<file path="config.mk">
export PLATFORM = sky130hd
export DESIGN_NAME = eth_tx_arb_flat
export DESIGN_NICKNAME = d
export VERILOG_FILES = /design/src/rtl/eth_pkg.sv /design/src/rtl/eth_tx_arb_if.sv /design/src/rtl/eth_rr_arb.sv /design/src/rtl/eth_tx_arb.sv /design/src/flat_wrapper.sv
export SDC_FILE = /design/constraint.sdc
export NUM_CORES = 1
export LEC_CHECK = 0
export ABC_AREA = 1
export BUFFER_PORTS_ARGS = -buffer_cell sky130_fd_sc_hd__buf_2
export CAP_MARGIN = 20
export CORE_AREA = 2 2 128 130
export CTS_CLUSTER_SIZE = 12
export DETAILED_ROUTE_END_ITERATION = 7
export DIE_AREA = 0 0 130 132
export PLACE_DENSITY_LB_ADDON = 0.08
export SYNTH_ARGS = -nofsm -noshare
export SYNTH_HDL_FRONTEND = slang
export SYNTH_SLANG_ARGS = --single-unit
</file>
<file path="constraint.sdc">
create_clock -name clk156 -period 2.66 [get_ports clk156]
set_input_delay 0.133 -clock clk156 [delete_from_list [all_inputs] [get_ports clk156]]
set_output_delay 0.133 -clock clk156 [all_outputs]
set_load 0.01 [all_outputs]
</file>
<file path="src/rtl/eth_pkg.sv">
// Shared types and default constants for the Ethernet TX arbiter slice.
package eth_pkg;

    typedef enum logic [1:0] {
        IDLE,
        XFER,
        DRAIN
    } eth_state_e;

    localparam int ETH_DATA_WIDTH = 64;
    localparam int ETH_MAX_BEATS  = 192;

endpackage

</file>
<file path="src/rtl/eth_tx_arb_if.sv">
// Bundled AXI-Stream slave channels, merged master stream and statistics of eth_tx_arb.
interface eth_tx_arb_if import eth_pkg::*; #(
    parameter int NUM_PORTS    = 2,
    parameter int C_DATA_WIDTH = ETH_DATA_WIDTH,
    parameter int KEEP_WIDTH   = C_DATA_WIDTH / 8
);
    logic [NUM_PORTS-1:0]              s_axis_tvalid;
    logic [NUM_PORTS-1:0]              s_axis_tready;
    logic [NUM_PORTS-1:0]              s_axis_tlast;
    logic [NUM_PORTS-1:0]              s_axis_tuser;
    logic [NUM_PORTS*C_DATA_WIDTH-1:0] s_axis_tdata;
    logic [NUM_PORTS*KEEP_WIDTH-1:0]   s_axis_tkeep;

    logic                              m_axis_tvalid;
    logic                              m_axis_tready;
    logic [C_DATA_WIDTH-1:0]           m_axis_tdata;
    logic [KEEP_WIDTH-1:0]             m_axis_tkeep;
    logic                              m_axis_tlast;
    logic                              m_axis_tuser;

    logic [$clog2(NUM_PORTS)-1:0]      grant;
    logic [NUM_PORTS*32-1:0]           pkt_cnt;
    logic [31:0]                       trunc_cnt;

    modport master (
        input  s_axis_tvalid, s_axis_tlast, s_axis_tuser, s_axis_tdata, s_axis_tkeep,
        input  m_axis_tready,
        output s_axis_tready,
        output m_axis_tvalid, m_axis_tdata, m_axis_tkeep, m_axis_tlast, m_axis_tuser,
        output grant, pkt_cnt, trunc_cnt
    );

    modport slave (
        output s_axis_tvalid, s_axis_tlast, s_axis_tuser, s_axis_tdata, s_axis_tkeep,
        output m_axis_tready,
        input  s_axis_tready,
        input  m_axis_tvalid, m_axis_tdata, m_axis_tkeep, m_axis_tlast, m_axis_tuser,
        input  grant, pkt_cnt, trunc_cnt
    );

endinterface

</file>
<file path="src/rtl/eth_rr_arb.sv">
// Combinational round-robin pick: first requester strictly after last_grant, wrapping.
module eth_rr_arb #(
    parameter int NUM_PORTS = 2,
    parameter int IDX_W     = $clog2(NUM_PORTS)
) (
    input  logic [NUM_PORTS-1:0] req,
    input  logic [IDX_W-1:0]     last_grant,
    output logic [IDX_W-1:0]     next_grant,
    output logic                 any_req
);

    int unsigned idx;

    // Scan from the farthest candidate back to the nearest so the nearest wins.
    always_comb begin
        next_grant = '0;
        idx        = 0;
        any_req    = |req;
        for (int unsigned i = NUM_PORTS; i >= 1; i--) begin
            idx = (32'(last_grant) + i) % NUM_PORTS;
            if (req[IDX_W'(idx)]) begin
                next_grant = IDX_W'(idx);
            end
        end
    end

endmodule

</file>
<file path="src/rtl/eth_tx_arb.sv">
// Packet-level round-robin merge of NUM_PORTS AXI-Stream channels onto one MAC TX stream.
// Optional statistics counters are built when ETH_TX_ARB_STATS_EN is defined.
module eth_tx_arb import eth_pkg::*; #(
    parameter int NUM_PORTS    = 2,
    parameter int C_DATA_WIDTH = ETH_DATA_WIDTH,
    parameter int KEEP_WIDTH   = C_DATA_WIDTH / 8,
    parameter int MAX_BEATS    = ETH_MAX_BEATS
) (
    input  logic         clk156,
    input  logic         eth_rst_n,
    eth_tx_arb_if.master bus
);

    localparam int IDX_W = $clog2(NUM_PORTS);
    localparam int BCW   = $clog2(MAX_BEATS);

    eth_state_e              state_q, state_d;
    logic [IDX_W-1:0]        grant_q, last_q, rr_next;
    logic                    rr_any;
    logic [BCW-1:0]          beat_q;
    logic                    sel_valid, sel_last, sel_user;
    logic [C_DATA_WIDTH-1:0] sel_data;
    logic [KEEP_WIDTH-1:0]   sel_keep;
    logic                    hs, trunc_hit;

    eth_rr_arb #(.NUM_PORTS(NUM_PORTS), .IDX_W(IDX_W)) u_rr (
        .req        (bus.s_axis_tvalid),
        .last_grant (last_q),
        .next_grant (rr_next),
        .any_req    (rr_any)
    );

    assign sel_valid = bus.s_axis_tvalid[grant_q];
    assign sel_last  = bus.s_axis_tlast[grant_q];
    assign sel_user  = bus.s_axis_tuser[grant_q];
    assign sel_data  = bus.s_axis_tdata[int'(grant_q)*C_DATA_WIDTH +: C_DATA_WIDTH];
    assign sel_keep  = bus.s_axis_tkeep[int'(grant_q)*KEEP_WIDTH +: KEEP_WIDTH];
    assign hs        = (state_q == XFER) && sel_valid && bus.m_axis_tready;
    assign trunc_hit = (beat_q == BCW'(MAX_BEATS - 1)) && !sel_last;
    assign bus.grant = grant_q;

    // last_q resets to the top port so port 0 wins the first arbitration.
    always_ff @(posedge clk156 or negedge eth_rst_n) begin
        if (!eth_rst_n) begin
            state_q <= IDLE;
            grant_q <= '0;
            last_q  <= IDX_W'(NUM_PORTS - 1);
            beat_q  <= '0;
        end else begin
            state_q <= state_d;
            if (state_q == IDLE && rr_any) begin
                grant_q <= rr_next;
                last_q  <= rr_next;
                beat_q  <= '0;
            end else if (hs) begin
                beat_q <= beat_q + 1'b1;
            end
        end
    end

    always_comb begin
        state_d = state_q;
        case (state_q)
            IDLE:    if (rr_any) state_d = XFER;
            XFER: begin
                if (hs) begin
                    if (sel_last)       state_d = IDLE;
                    else if (trunc_hit) state_d = DRAIN;
                end
            end
            DRAIN:   if (sel_valid && sel_last) state_d = IDLE;
            default: state_d = IDLE;
        endcase
    end

    always_comb begin
        bus.s_axis_tready = '0;
        bus.m_axis_tvalid = 1'b0;
        bus.m_axis_tdata  = '0;
        bus.m_axis_tkeep  = '0;
        bus.m_axis_tlast  = 1'b0;
        bus.m_axis_tuser  = 1'b0;
        case (state_q)
            XFER: begin
                bus.m_axis_tvalid          = sel_valid;
                bus.m_axis_tdata           = sel_data;
                bus.m_axis_tkeep           = sel_keep;
                bus.m_axis_tlast           = sel_last | trunc_hit;
                bus.m_axis_tuser           = sel_user | trunc_hit;
                bus.s_axis_tready[grant_q] = bus.m_axis_tready;
            end
            DRAIN:   bus.s_axis_tready[grant_q] = 1'b1;
            default: ;
        endcase
    end

`ifdef ETH_TX_ARB_STATS_EN
    logic [31:0] pkt_q [NUM_PORTS];
    logic [31:0] trunc_q;

    always_ff @(posedge clk156 or negedge eth_rst_n) begin
        if (!eth_rst_n) begin
            for (int unsigned i = 0; i < NUM_PORTS; i++) pkt_q[i] <= '0;
            trunc_q <= '0;
        end else begin
            if (hs && (sel_last || trunc_hit)) pkt_q[grant_q] <= pkt_q[grant_q] + 32'd1;
            if (hs && trunc_hit)               trunc_q        <= trunc_q + 32'd1;
        end
    end

    always_comb begin
        bus.pkt_cnt = '0;
        for (int unsigned i = 0; i < NUM_PORTS; i++) bus.pkt_cnt[i*32 +: 32] = pkt_q[i];
    end
    assign bus.trunc_cnt = trunc_q;
`else
    assign bus.pkt_cnt   = '0;
    assign bus.trunc_cnt = '0;
`endif

endmodule

</file>
<file path="src/flat_wrapper.sv">
// flat-port wrapper written by rule: the top's interface ports become plain ports
module eth_tx_arb_flat import eth_pkg::*;
#(
    parameter int NUM_PORTS    = 2,
    parameter int C_DATA_WIDTH = ETH_DATA_WIDTH,
    parameter int KEEP_WIDTH   = C_DATA_WIDTH / 8,
    parameter int MAX_BEATS    = ETH_MAX_BEATS
)
  (clk156, eth_rst_n, bus_s_axis_tvalid, bus_s_axis_tlast, bus_s_axis_tuser, bus_s_axis_tdata, bus_s_axis_tkeep, bus_m_axis_tready, bus_s_axis_tready, bus_m_axis_tvalid, bus_m_axis_tdata, bus_m_axis_tkeep, bus_m_axis_tlast, bus_m_axis_tuser, bus_grant, bus_pkt_cnt, bus_trunc_cnt);
  eth_tx_arb_if #(.NUM_PORTS(NUM_PORTS), .C_DATA_WIDTH(C_DATA_WIDTH), .KEEP_WIDTH(KEEP_WIDTH)) bus_i ();
  input  logic clk156;
  input  logic eth_rst_n;
  input wire logic [$bits(bus_i.s_axis_tvalid)-1:0] bus_s_axis_tvalid;
  input wire logic [$bits(bus_i.s_axis_tlast)-1:0] bus_s_axis_tlast;
  input wire logic [$bits(bus_i.s_axis_tuser)-1:0] bus_s_axis_tuser;
  input wire logic [$bits(bus_i.s_axis_tdata)-1:0] bus_s_axis_tdata;
  input wire logic [$bits(bus_i.s_axis_tkeep)-1:0] bus_s_axis_tkeep;
  input wire logic [$bits(bus_i.m_axis_tready)-1:0] bus_m_axis_tready;
  output wire logic [$bits(bus_i.s_axis_tready)-1:0] bus_s_axis_tready;
  output wire logic [$bits(bus_i.m_axis_tvalid)-1:0] bus_m_axis_tvalid;
  output wire logic [$bits(bus_i.m_axis_tdata)-1:0] bus_m_axis_tdata;
  output wire logic [$bits(bus_i.m_axis_tkeep)-1:0] bus_m_axis_tkeep;
  output wire logic [$bits(bus_i.m_axis_tlast)-1:0] bus_m_axis_tlast;
  output wire logic [$bits(bus_i.m_axis_tuser)-1:0] bus_m_axis_tuser;
  output wire logic [$bits(bus_i.grant)-1:0] bus_grant;
  output wire logic [$bits(bus_i.pkt_cnt)-1:0] bus_pkt_cnt;
  output wire logic [$bits(bus_i.trunc_cnt)-1:0] bus_trunc_cnt;
  assign bus_i.s_axis_tvalid = bus_s_axis_tvalid;
  assign bus_i.s_axis_tlast = bus_s_axis_tlast;
  assign bus_i.s_axis_tuser = bus_s_axis_tuser;
  assign bus_i.s_axis_tdata = bus_s_axis_tdata;
  assign bus_i.s_axis_tkeep = bus_s_axis_tkeep;
  assign bus_i.m_axis_tready = bus_m_axis_tready;
  assign bus_s_axis_tready = bus_i.s_axis_tready;
  assign bus_m_axis_tvalid = bus_i.m_axis_tvalid;
  assign bus_m_axis_tdata = bus_i.m_axis_tdata;
  assign bus_m_axis_tkeep = bus_i.m_axis_tkeep;
  assign bus_m_axis_tlast = bus_i.m_axis_tlast;
  assign bus_m_axis_tuser = bus_i.m_axis_tuser;
  assign bus_grant = bus_i.grant;
  assign bus_pkt_cnt = bus_i.pkt_cnt;
  assign bus_trunc_cnt = bus_i.trunc_cnt;
  eth_tx_arb #(.NUM_PORTS(NUM_PORTS), .C_DATA_WIDTH(C_DATA_WIDTH), .KEEP_WIDTH(KEEP_WIDTH), .MAX_BEATS(MAX_BEATS)) u_core (.clk156(clk156), .eth_rst_n(eth_rst_n), .bus(bus_i));
endmodule
</file>
==> reports/results.txt, run 1 <==
Number of instances in the placed design: 881. STA classifies the critical path endpoint as an output port. For the post-detailed-routing wire length, the log shows 11660 microns.

Library cell with the highest instance count after synthesis: sky130_fd_sc_hd__nor2_1. After filler insertion, the fill cell instance count of the layout stands at 1886. Gates resized during post-CTS repair numbered 0. CTS placed an instance of sky130_fd_sc_hd__clkbuf_16 at the clock tree root. The wire-length estimate of the detail-placed layout is 9644 microns.

In this run the critical register-to-register path is launched from u_core.state_q[1]. The most used flip-flop cell after synthesis is sky130_fd_sc_hd__dfrtp_1. Mux contribution to synthesized area: 0. After synthesis, the largest family of logic cells by area is buffers and inverters. The run gives 828 as the net count reported at finish. The post-synthesis share of cell area spent on xor and xnor gates was 0; the fraction of the mapped netlist area in adder cells was 0.01949. The die is 132 microns tall. The maximum fanout count along the critical path came out at 44. The post-route fraction of the period consumed by the critical path is 0.8008, and the number of warning messages in the yosys log is 0. The tools report the final instance count without filler cells as 887.

Registers take 302.8 sq um. The clock share of power was 0.093. The slowest cell on the critical path was sky130_fd_sc_hd__ha_2.

The count of max-cap constraint violations was 0; the average size of a mapped cell was 5.643 sq um. For flop-to-flop paths, the worst setup slack is 0.83 ns. The run gives 2567 sq um as the cell area after technology mapping. In the final routed layout, each cell accounts on average for 13.15 microns. After layout, the minimum clock period comes to 2.130 ns.

Static timing analysis puts the maximum clock frequency at 469.5 MHz. Headroom to the max-slew limit: 0.6202. Counting the buffers created by CTS gives 3.

The pin slew with the least headroom to its limit works out to 0.5697 ns. Die span in x: 130 microns. Dividing the detail-routed via count by the number of cells gives 3.676. The tools report the endpoint of the worst register-to-register path as u_core.beat_q[3]. The tools report the number of different library cells in the post-synthesis netlist as 24. The post-synthesis async set-or-reset flop share works out to 1.000. Sorting the synthesized cells by area gives the leading types as sky130_fd_sc_hd__buf_4 28%, sky130_fd_sc_hd__nor2_1 22%, sky130_fd_sc_hd__o21ai_0 16%, sky130_fd_sc_hd__dfrtp_1 11%, sky130_fd_sc_hd__nand2_1 4.7%.

The worst setup path is of the reg -> out kind. The flow ran to the end, and the final reports show no timing, DRC or antenna violations. Counting flops and latches in the post-synthesis netlist gives 12. Post-synthesis to final-layout area growth: 42.64%. The ratio of cells with drive above 1 in the final layout is 0.3746, and the max-slew violation count is 0. For the maximum clock skew at final layout, the log shows 0.005204 ns. The critical path starts at u_core.state_q[1].

Of all cell types, the one taking the most synthesized area is sky130_fd_sc_hd__buf_4. TritonCTS built the clock tree. The initial antenna violation count came out at 0. Internal power comes to 1299 uW. For the worst-skew pair, the clock arrives at the later sink with an insertion delay of 0.24 ns. Maximum count of clock buffers along a single path: 2.

The floorplan step defined a core boundary enclosing 15710 sq um. Initial core utilization: 0.1634. The logic depth of the worst register-to-register path was 9; the switching component of the power was 1769 uW. The first global-routing pass estimated 16370 microns of wire. After clock tree synthesis, the clock-pin slew on the worst setup and hold paths is 0.05 ns. The power density over cell area came out at 837.7 nW/um^2. The count of buffers added on input and output ports is 230. Entering global routing, the biggest net connects 50 pins.

By instance count, the cell type seen most on the critical path is sky130_fd_sc_hd__inv_1. The via count of the first global-routing pass was 2869; the final hold violation count was 0. Sequential cell area fraction in the yosys report: 0.1174.

The area of the multi-input gates is 1708 sq um, and the final setup violation count is 0. Routability-driven placement finished with a final weighted congestion of 0.8393. Once layout is done, the placed cells without fillers occupy 3662 sq um. The net switching fraction of the power works out to 0.5765. The run gives 0.821 as the fraction of power consumed by combinational cells. The compound-cell area share of the yosys netlist is 0.1745, and the sequential group share of total power is 0.087.

The top-area cell type share of the netlist area works out to 0.2836. STA puts the critical path data arrival time at 2.00 ns. The sum of negative setup slack came out at 0 ns. The number of enable-type register cells in the synthesized netlist was 0. The tools report the type of origin of the critical path as a flip-flop. The worst hold path belongs to the class in -> reg. The number of levels the H-tree was split into was 1; the number of sinks driven by the clock tree was 12. The utilization after layout was 0.2331; the final-layout worst hold slack was 0.1835 ns.

Walking the worst path, the cells encountered are inv_1 > ha_2 > buf_12 > inv_1 > a31oi_1 > buf_2. The initial detailed-routing violation count is 124, and the number of top-level pins is 327. Data on the critical path is required at its endpoint by 2.53 ns. The tools report the post-route antenna net violation count as 0. The detailed router placed 3261 vias in this run. In the synthesized netlist, the cells that appear most often are 152 x sky130_fd_sc_hd__nor2_1, 97 x sky130_fd_sc_hd__buf_4, 80 x sky130_fd_sc_hd__o21ai_0, 32 x sky130_fd_sc_hd__nand2_1, 19 x sky130_fd_sc_hd__inv_1. First-pass iteration count of the detailed router: 4. Setup repair after global routing left no endpoint under its margin. In this design, the stage delay of the slowest critical-path cell is 0.55 ns. For this design the static power due to leakage is 0.002241 uW. In this run the core area contains 46 standard-cell rows. The die covers 17160 sq um. The post-synthesis share of cell area spent on and, or, nand and nor gates is 0.3299, and the global router's overall resource usage is 0.1206. In this run the cell area measured after placement is 3571 sq um. For this run the aggregate overflow at the end of global routing stands at 0. The gate count after technology mapping is 455.

Across the VDD grid, the largest voltage drop is 310.1 uV. Destination of the critical timing path: bus_m_axis_tuser. The tools report the count of unresolved DRC violations after routing as 0.
-- metrics by stage --
step	setup WS (ns)	total power, uW
floorplan	1.211	1915
global placement	0.7609	2844
detailed placement	0.7519	2825
CTS	0.4837	3129
global route	0.3030	3410
finish	0.5300	3068
-- power by group through the flow --
stage	logic (uW)	registers [uW]	clock network (uW)
finish	2520	266	285
global route	2840	272	303
CTS	2570	267	293
detailed placement	2560	269	0
global placement	2570	269	0
floorplan	1650	263	0
-- critical path: cells and delay by family (launching register included) --
family	cells	cell delay, ns
buffers and inverters	4	0.61
AOI/OAI and AO/OA	1	0.16
adders and majority gates	1	0.55
DFF	1	0.39
-- flip-flops by register name (all words and copies together), names as in the netlist --
name / flops
u_core.beat_q: 8
u_core.bus.grant: 1
u_core.last_q: 1
u_core.state_q: 2
-- worst min path at each step --
stage | end | slack, ns | depth (start not counted) | start
global route | u_core.last_q | 0.22 | 3 | bus_s_axis_tvalid[1]
global placement | u_core.beat_q[6] | 0.04 | 1 | eth_rst_n
finish | u_core.last_q | 0.18 | 3 | bus_s_axis_tvalid[1]
CTS | u_core.last_q | 0.18 | 3 | bus_s_axis_tvalid[1]
floorplan | u_core.beat_q[0] | -0.16 | 0 | eth_rst_n
detailed placement | u_core.beat_q[6] | 0.04 | 1 | eth_rst_n
-- kinds of logic (layout without fill, tap and decap cells) --
logic type      after synthesis  after routing
compound gates               87             87
fa+ha+maj                     4              4
buf+inv                     142            262
flops                        12             12
other cells                   1             97
simple gates                209            209
-- routing by layer --
| layer | vias up | routed length, microns | part of all wire | track usage |
|---|---|---|---|---|
| li1 | 1677 | - | - | - |
| met1 | 1443 | 4438 | 0.38 | 0.1350 |
| met2 | 137 | 6570 | 0.56 | 0.2501 |
| met3 | 4 | 622 | 0.053 | 0.008523 |
| met4 | 0 | 31 | 0.0027 | 0.008961 |
| met5 | - | 0 | 0 | 0 |
-- cell type report --
class                      instances  area share
timing repair buffer             237      0.3328
inverter                          21     0.02221
tap                              216     0.07380
antenna                            1   0.0006833
multi-input combinational        396      0.4663
clock buffer                       4     0.02152
sequential                        12     0.08268
-- placed cells by master, fill, tap and decap left out, drive strengths merged --
master,count
a21oi,5
a31oi,1
buf,236
clkbuf,4
conb,96
dfrtp,11
dfstp,1
diode,1
dlygate4sd3,1
ha,4
inv,21
nand2,38
nand3,12
nand4,5
nor2,152
nor3,1
nor3b,1
o21ai,81
-- timing repair --
item,4_1_cts,5_1_grt
hold buffers,1,0
buffers inserted,0,0
endpoints found under the hold margin,11,0
Note: power is estimated with default switching activity, not from simulation.
==> inputs of run 2 (changes only) <==
- CORE_AREA: 2 2 128 130 -> 2 2 126 128
- DIE_AREA: 0 0 130 132 -> 0 0 128 130
- clock period: 2.66 -> 2.03 ns (I/O delays scaled with it)
==> run 2 against run 1 <==
  * Clock-buffer cell count unchanged
  * Non-clock buffer count down 1
  * Largest power group unchanged
  * Critical path depth did not move
  * Highest routed layer is now met5
  * Global-route usage down 0.78 points
  * Sequential share of layout area barely moved
==> reports/results.txt, run 2 (synthesized netlist as in run 1, its figures left out) <==
The flow ran to the end, and the final reports show no timing, DRC or antenna violations. The number of levels the H-tree was split into is 1 (unchanged). For the standard-cell row count, the log shows 46 (unchanged). The logic depth of the worst register-to-register path works out to 7 (-2).

In this run the worst hold path is classified as in -> reg. Power density over cell area: 1104 nW/um^2 (+32%). The run gives 3177 (-2.6%) as the total via count after detailed routing. For the maximum count of clock buffers along a single path, the log shows 2 (unchanged). The number of cells traversed by the worst hold path works out to 3 (unchanged). The critical path starts at u_core.state_q[1]. The routed wirelength normalized by instance count was 12.63 microns (-4.0%); the count of fill cells added during filler insertion was 1865 (-1.1%).

TritonCTS built the clock tree. Number of input and output port buffers inserted: 230 (unchanged). The startpoint identified for the worst register-to-register timing path is u_core.state_q[0].

The clock-pin slew on the worst setup and hold paths was 0.04 ns (about the same); the maximum clock frequency was 563.6 MHz. The tools report the global router's overall resource usage as 0.1128 (-0.007795). For the net count reported at finish, the log shows 827 (-0.12%). The ratio of routed vias to standard cells was 3.686 (+0.25%); the post-route antenna net violation count was 0 (unchanged). The total overflow reported by the global router was 0 (unchanged); the data required time at the worst endpoint was 1.93 ns (-0.60 ns). Classification of the worst setup path: reg -> out.

The floorplan die area is 16640 sq um (-3.0%). The tree is rooted in a sky130_fd_sc_hd__clkbuf_16. The logs give 0 (unchanged) for the max-slew violation count and 1 (unchanged) for the number of buffers inserted for hold repair after clock tree synthesis. The largest registers in the layout are u_core.beat_q (8), u_core.state_q (2). The tools report the CTS buffer count as 3 (unchanged). The peak supply drop is 524.9 uV (+69%), and the final period demand of the worst path is 1.774 ns.

The register-to-register setup slack is 0.47 ns (-0.36 ns). The logs give 1 (+1) for the initial antenna violation count and 15420 sq um (-1.8%) for the total core area. The total half-perimeter wirelength after legalization and detailed placement was 9068 microns (-6.0%). The final setup violation count came out at 0 (unchanged). Die span in x: 128 microns (-1.5%). The maximum clock skew at final layout came out at 0.001117 ns (-0.004087 ns).

The first-pass iteration count of the detailed router came out at 4 (unchanged). The top cell types in the final layout, fill and taps aside, are 230 x sky130_fd_sc_hd__buf_2, 152 x sky130_fd_sc_hd__nor2_1, 96 x sky130_fd_sc_hd__conb_1, 80 x sky130_fd_sc_hd__o21ai_0, 32 x sky130_fd_sc_hd__nand2_1. The final weighted congestion in routability-driven placement is 0.7990 (-4.8%), and the final hold violation count is 0 (unchanged). Setup repair after global routing left no endpoint under its margin. The tools report the sum of negative setup slack as 0 ns (unchanged). The global-route wire length before repair came out at 14920 microns (-8.8%). The leakage power figure was 0.002251 uW (+0.47%).

The number of sinks driven by the clock tree was 12 (unchanged). The logs give 67 (-46%) for the initial detailed-routing violation count and 2754 (-4.0%) for the via count of the first global-routing pass. The post-synthesis to final-layout area growth was 42.54% (about the same); the pin slew with the least headroom to its limit was 0.7585 ns (+0.1888 ns).

The worst hold path terminates at u_core.last_q. The post-route fraction of the period consumed by the critical path works out to 0.8741. The worst setup margin is 0.2556 ns (-0.2744 ns). The run gives 0.4583 ns (-0.2936 ns) as the worst slack at placement. The initial core utilization is 0.1665 (+0.003049). The post-detailed-routing wire length is 10880 microns (-6.7%). Endpoint of the worst register-to-register path: u_core.beat_q[7]. The number of cells upsized or downsized after cts came out at 0 (unchanged).

The run gives 0 (unchanged) as the post-CTS setup buffer count. The utilization after layout is 0.2373 (+0.004186), and the pin count of the biggest net entering global routing is 78 (+56%). The clock insertion delay at the later pin of the skew report came out at 0.24 ns (about the same). STA classifies the critical path startpoint as a flip-flop. The worst hold path begins at bus_s_axis_tvalid[1]. The headroom to the max-slew limit came out at 0.4890 (-0.1312).

The height of the die is 130 microns (-1.5%). The count of unresolved DRC violations after routing is 0 (unchanged), and the ratio of cells with drive above 1 in the final layout is 0.3752 (+0.0005600). Most flop-heavy register: u_core.beat_q. The count of max-cap constraint violations is 0 (unchanged). The tools report the type of element capturing the critical path as an output port.

The maximum fanout count along the critical path was 33 (-25%); the data arrival time of the critical path was 1.67 ns (-0.33 ns). The tools report the number of top-level pins as 327 (unchanged). Flip-flop count of the largest register, all copies and words added: 8 (unchanged). The commonest non-fill, non-tap cell in the layout is sky130_fd_sc_hd__buf_2.
==> run 2: cell types whose count changed in the layout (fill, tap and decap cells not counted) <==
cell                       before  now
sky130_fd_sc_hd__buf_4          5    2
sky130_fd_sc_hd__buf_12         1    3
sky130_fd_sc_hd__clkbuf_1       1    0
sky130_fd_sc_hd__clkbuf_8       0    1
==> run 2: power breakdown <==
part           switching, uW  total (uW)  leakage, uW  internal [uW]
logic                   2120        3290      0.00205           1170
registers               48.3         350     0.000158            301
clock network            101         399    0.0000442            297
total                   2270        4040      0.00225           1770
==> run 2: cell type report <==
type	instances	area, sq um	share of cell area
clock buffer	4	88.84	0.02427
inverter	21	81.33	0.02222
antenna	1	2.502	0.0006838
timing repair buffer	236	1236	0.3378
multi-input combinational	396	1708	0.4667
sequential	12	302.8	0.08273
tap	192	240.2	0.06564
==> run 2: worst max-delay path by stage <==
stage | to
floorplan | bus_m_axis_tdata[30]
global placement | u_core.beat_q[7]
detailed placement | u_core.beat_q[7]
CTS | bus_m_axis_tdata[1]
global route | bus_m_axis_tdata[29]
finish | bus_m_axis_tdata[1]
==> run 2: worst max-delay path, cell delays in order, from the launching register on <==
cell and delay [ns]:
sky130_fd_sc_hd__dfrtp_1 0.39, sky130_fd_sc_hd__inv_1 0.09, sky130_fd_sc_hd__ha_2 0.22, sky130_fd_sc_hd__buf_4 0.30
sky130_fd_sc_hd__o21ai_0 0.18, sky130_fd_sc_hd__nor2_1 0.11, sky130_fd_sc_hd__buf_2 0.14
==> run 2: metrics by stage <==
stage	instance area (sq um)	instances	hold slack, ns	total power (uW)
2_1_floorplan	2924	550	-0.1941	2510
3_3_place_gp	3558	856	0.01000	3729
3_5_place_dp	3558	856	0.004897	3718
4_1_cts	3657	861	0.1472	4133
5_1_grt	3657	861	0.1802	4490
6_report	3660	862	0.1511	4040
==> run 2: metal layers <==
metal / global-route usage / up-vias / wire (microns)
li1: - / 1673 / -
met3: 0.01599 / 4 / 584
met1: 0.1269 / 1380 / 4048
met5: 0 / - / 14
met2: 0.2309 / 118 / 6217
met4: 0.01099 / 2 / 19
==> inputs of run 3 (changes only) <==
- GPL_TIMING_DRIVEN: unset -> 0
==> run 3 against run 2 <==
  * Clock power increased by 2%
  * Flip-flop and latch count unchanged
  * Cell count grew 13%
  * Non-clock buffer count rose by 116
  * Sequential share of layout area decreased by 1.5 points
  * Design area rose by 21%
  * First-iteration DRC count rose by 40%
  * Sequential power grew 4%
  * Combinational power increased by 8.5%
  * Critical endpoint is now bus_m_axis_tdata[52]
  * Die area did not move
  * Worst setup slack got worse by 0.12 ns
==> reports/results.txt, run 3 (synthesized netlist as in run 1, its figures left out) <==
The pin count of the biggest net entering global routing was 13 (-83%); the die span in x was 128 microns (unchanged). The number of input and output port buffers inserted was 230 (unchanged). The height of the die came out at 130 microns (unchanged).

The maximum clock skew at final layout is 0.0007302 ns (-0.0003865 ns). Setup repair after global routing left no endpoint under its margin. CTS buffer count: 3 (unchanged). The floorplan die area is 16640 sq um (unchanged), and the wire length on met3 is 789 microns (+35%). The tools report the final instance count without filler cells as 977 (+13%). The tree is rooted in a sky130_fd_sc_hd__clkbuf_16. For the total inserted antenna cells, the log shows 0 (-1). The max-slew violation count was 0 (unchanged); the number of sinks driven by the clock tree was 12 (unchanged).

The via count of the first global-routing pass is 3105 (+13%). The global router's overall resource usage is 0.1294 (+0.01655). The power density over cell area came out at 976.7 nW/um^2 (-12%). The initial antenna violation count came out at 1 (unchanged).

The flow ran to the end, and the final reports show no timing, DRC or antenna violations. For the clock insertion delay at the later pin of the skew report, the log shows 0.24 ns (about the same). The worst setup path is launched from a flip-flop.

The highest metal layer with signal wires is met5. Sum of negative setup slack: 0 ns (unchanged). The global-route wire length before repair came out at 17090 microns (+15%). Relative to the synthesized area, the layout overhead comes to 73.15%. The maximum fanout count along the critical path was 10 (-70%).

By startpoint and endpoint, the worst setup path is classified as reg -> out. The slowest cell on the critical path was sky130_fd_sc_hd__dfrtp_2. The logs give 0 (unchanged) for the final hold violation count and 12280 microns (+13%) for the post-detailed-routing wire length. The critical path goes through buf_6 > inv_4 > buf_4 > clkbuf_4 > nor2_1 > nor2_1 > buf_2.

The met2 layer wire length in the routed design was 6818 microns (+9.7%); the finished layout cell area was 4446 sq um (+21%). Number of instances in the placed design: 972 (+14%). The count of fill cells added during filler insertion is 1817 (-2.6%), and the final setup violation count is 0 (unchanged). The number of levels the H-tree was split into is 1 (unchanged). In this design, the largest share of critical-path delay is due to buffers and inverters. The number of top-level pins was 327 (unchanged). The delay contributed by the slowest stage of the critical path was 0.46 ns (+0.07 ns); the total core area was 15420 sq um (unchanged). The worst setup margin was 0.1351 ns (-0.1205 ns); the area of the multi-input gates was 1718 sq um (+0.59%).

The total half-perimeter wirelength after legalization and detailed placement was 10870 microns (+20%). For the total routed wire length on the met1 layer, the log shows 4601 microns (+14%). The library cell used most frequently in the layout, excluding fill and tap cells, is sky130_fd_sc_hd__buf_2.

The data required time at the worst endpoint was 1.93 ns (about the same). The run gives 3535 (+11%) as the total via count after detailed routing. For the post-route antenna net violation count, the log shows 0 (unchanged). The final period demand of the worst path works out to 1.895 ns (+0.1205 ns).

The flip-flop count of the largest register, all copies and words added came out at 8 (unchanged). The data arrival time of the critical path was 1.79 ns (+0.12 ns); the first-pass iteration count of the detailed router was 4 (unchanged). The maximum count of clock buffers along a single path was 2 (unchanged); the final-layout worst hold slack was 0.1434 ns (-0.007750 ns). The maximum clock frequency was 527.7 MHz (-6.4%). The run gives 0 (unchanged) as the total overflow reported by the global router. The count of unresolved DRC violations after routing was 0 (unchanged); the leakage power figure was 0.002814 uW (+25%). The routed wirelength normalized by instance count was 12.57 microns (-0.47%). For the peak supply drop, the log shows 375.1 uV (-29%). The most numerous cell type found on the critical path is sky130_fd_sc_hd__nor2_1.

The final weighted congestion in routability-driven placement is 0.8244 (+3.2%), and the post-route fraction of the period consumed by the critical path is 0.9335 (+0.05937). The ratio of routed vias to standard cells is 3.618 (-1.8%). More flip-flops sit in one register than any other, and that register is u_core.beat_q.

In the layout the commonest cells are 236 x sky130_fd_sc_hd__buf_2, 152 x sky130_fd_sc_hd__nor2_1, 98 x sky130_fd_sc_hd__buf_4, 96 x sky130_fd_sc_hd__conb_1, 80 x sky130_fd_sc_hd__o21ai_0. Ratio of cells with drive above 1 in the final layout: 0.4535 (+0.07832). The class of the tightest hold or removal check was in -> reg. Net count reported at finish: 943 (+14%). The buffering stage count on the worst path with inverters included was 5 (+2); the register-to-register setup slack was 0.55 ns (+0.08 ns). The tools report the count of max-cap constraint violations as 0 (unchanged). Worst slack at placement: 0.03687 ns (-0.4214 ns). For the initial detailed-routing violation count, the log shows 94 (+40%). The worst setup path is captured at an output port.

The initial core utilization was 0.1665 (unchanged); the clock-pin slew on the worst setup and hold paths was 0.05 ns (about the same). Total placed instance area: 4315 sq um (+21%). TritonCTS built the clock tree.

The standard-cell row count came out at 46 (unchanged). The total area of sequential cells is 302.8 sq um (unchanged). The largest registers in the layout are u_core.beat_q (8), u_core.state_q (2).
run 3: layout make-up:
type,count,area share
Inverter,21,0.01829
Clock buffer,4,0.01998
Tap cell,192,0.05404
Multi-Input combinational cell,396,0.3864
Buffer,121,0.1920
Timing Repair Buffer,231,0.2612
Sequential cell,12,0.06811
run 3: worst register-to-register path: stages (launching register included):
cell,delay [ns]
sky130_fd_sc_hd__dfrtp_1,0.40
sky130_fd_sc_hd__inv_1,0.12
sky130_fd_sc_hd__ha_1,0.24
sky130_fd_sc_hd__nor3b_1,0.38
sky130_fd_sc_hd__a21oi_4,0.06
sky130_fd_sc_hd__nand3_1,0.11
sky130_fd_sc_hd__nand2_1,0.06
sky130_fd_sc_hd__nand2_1,0.05
run 3: routing by layer:
metal	global-route usage	vias up
met2	0.2601	130
met4	0.009050	2
met1	0.1457	1491
met5	0	-
li1	-	1906
met3	0.02624	6
run 3: final timing paths:
path,startpoint,to,cells past startpoint
max,u_core.bus.grant,bus_m_axis_tdata[52],7
min,bus_s_axis_tvalid[1],u_core.last_q,3
max reg2reg,u_core.state_q[1],u_core.state_q[1],7
min reg2reg,u_core.last_q,u_core.last_q,2
max in group asynchronous,eth_rst_n,u_core.last_q,2
min in group asynchronous,eth_rst_n,u_core.beat_q[2],2
run 3: repair_timing:
item	CTS	global route
endpoints found under the hold margin	11	0
cloned	0	0
resized for setup	6	9
setup endpoints to repair	40	19
buffers inserted	0	0
hold buffers	1	0
run 3: stage by stage:
step	total power, uW	util
CTS	4394	0.2868
finish	4342	0.2882
detailed placement	3946	0.2798
floorplan	2510	-
global route	4844	0.2882
global placement	3939	0.2798
run 3: power breakdown:
| part | internal (uW) | switching, uW | total (uW) |
|---|---|---|---|
| clock | 298 | 110 | 408 |
| combinational | 1340 | 2230 | 3570 |
| sequential | 301 | 63.2 | 364 |
| total | 1940 | 2400 | 4340 |
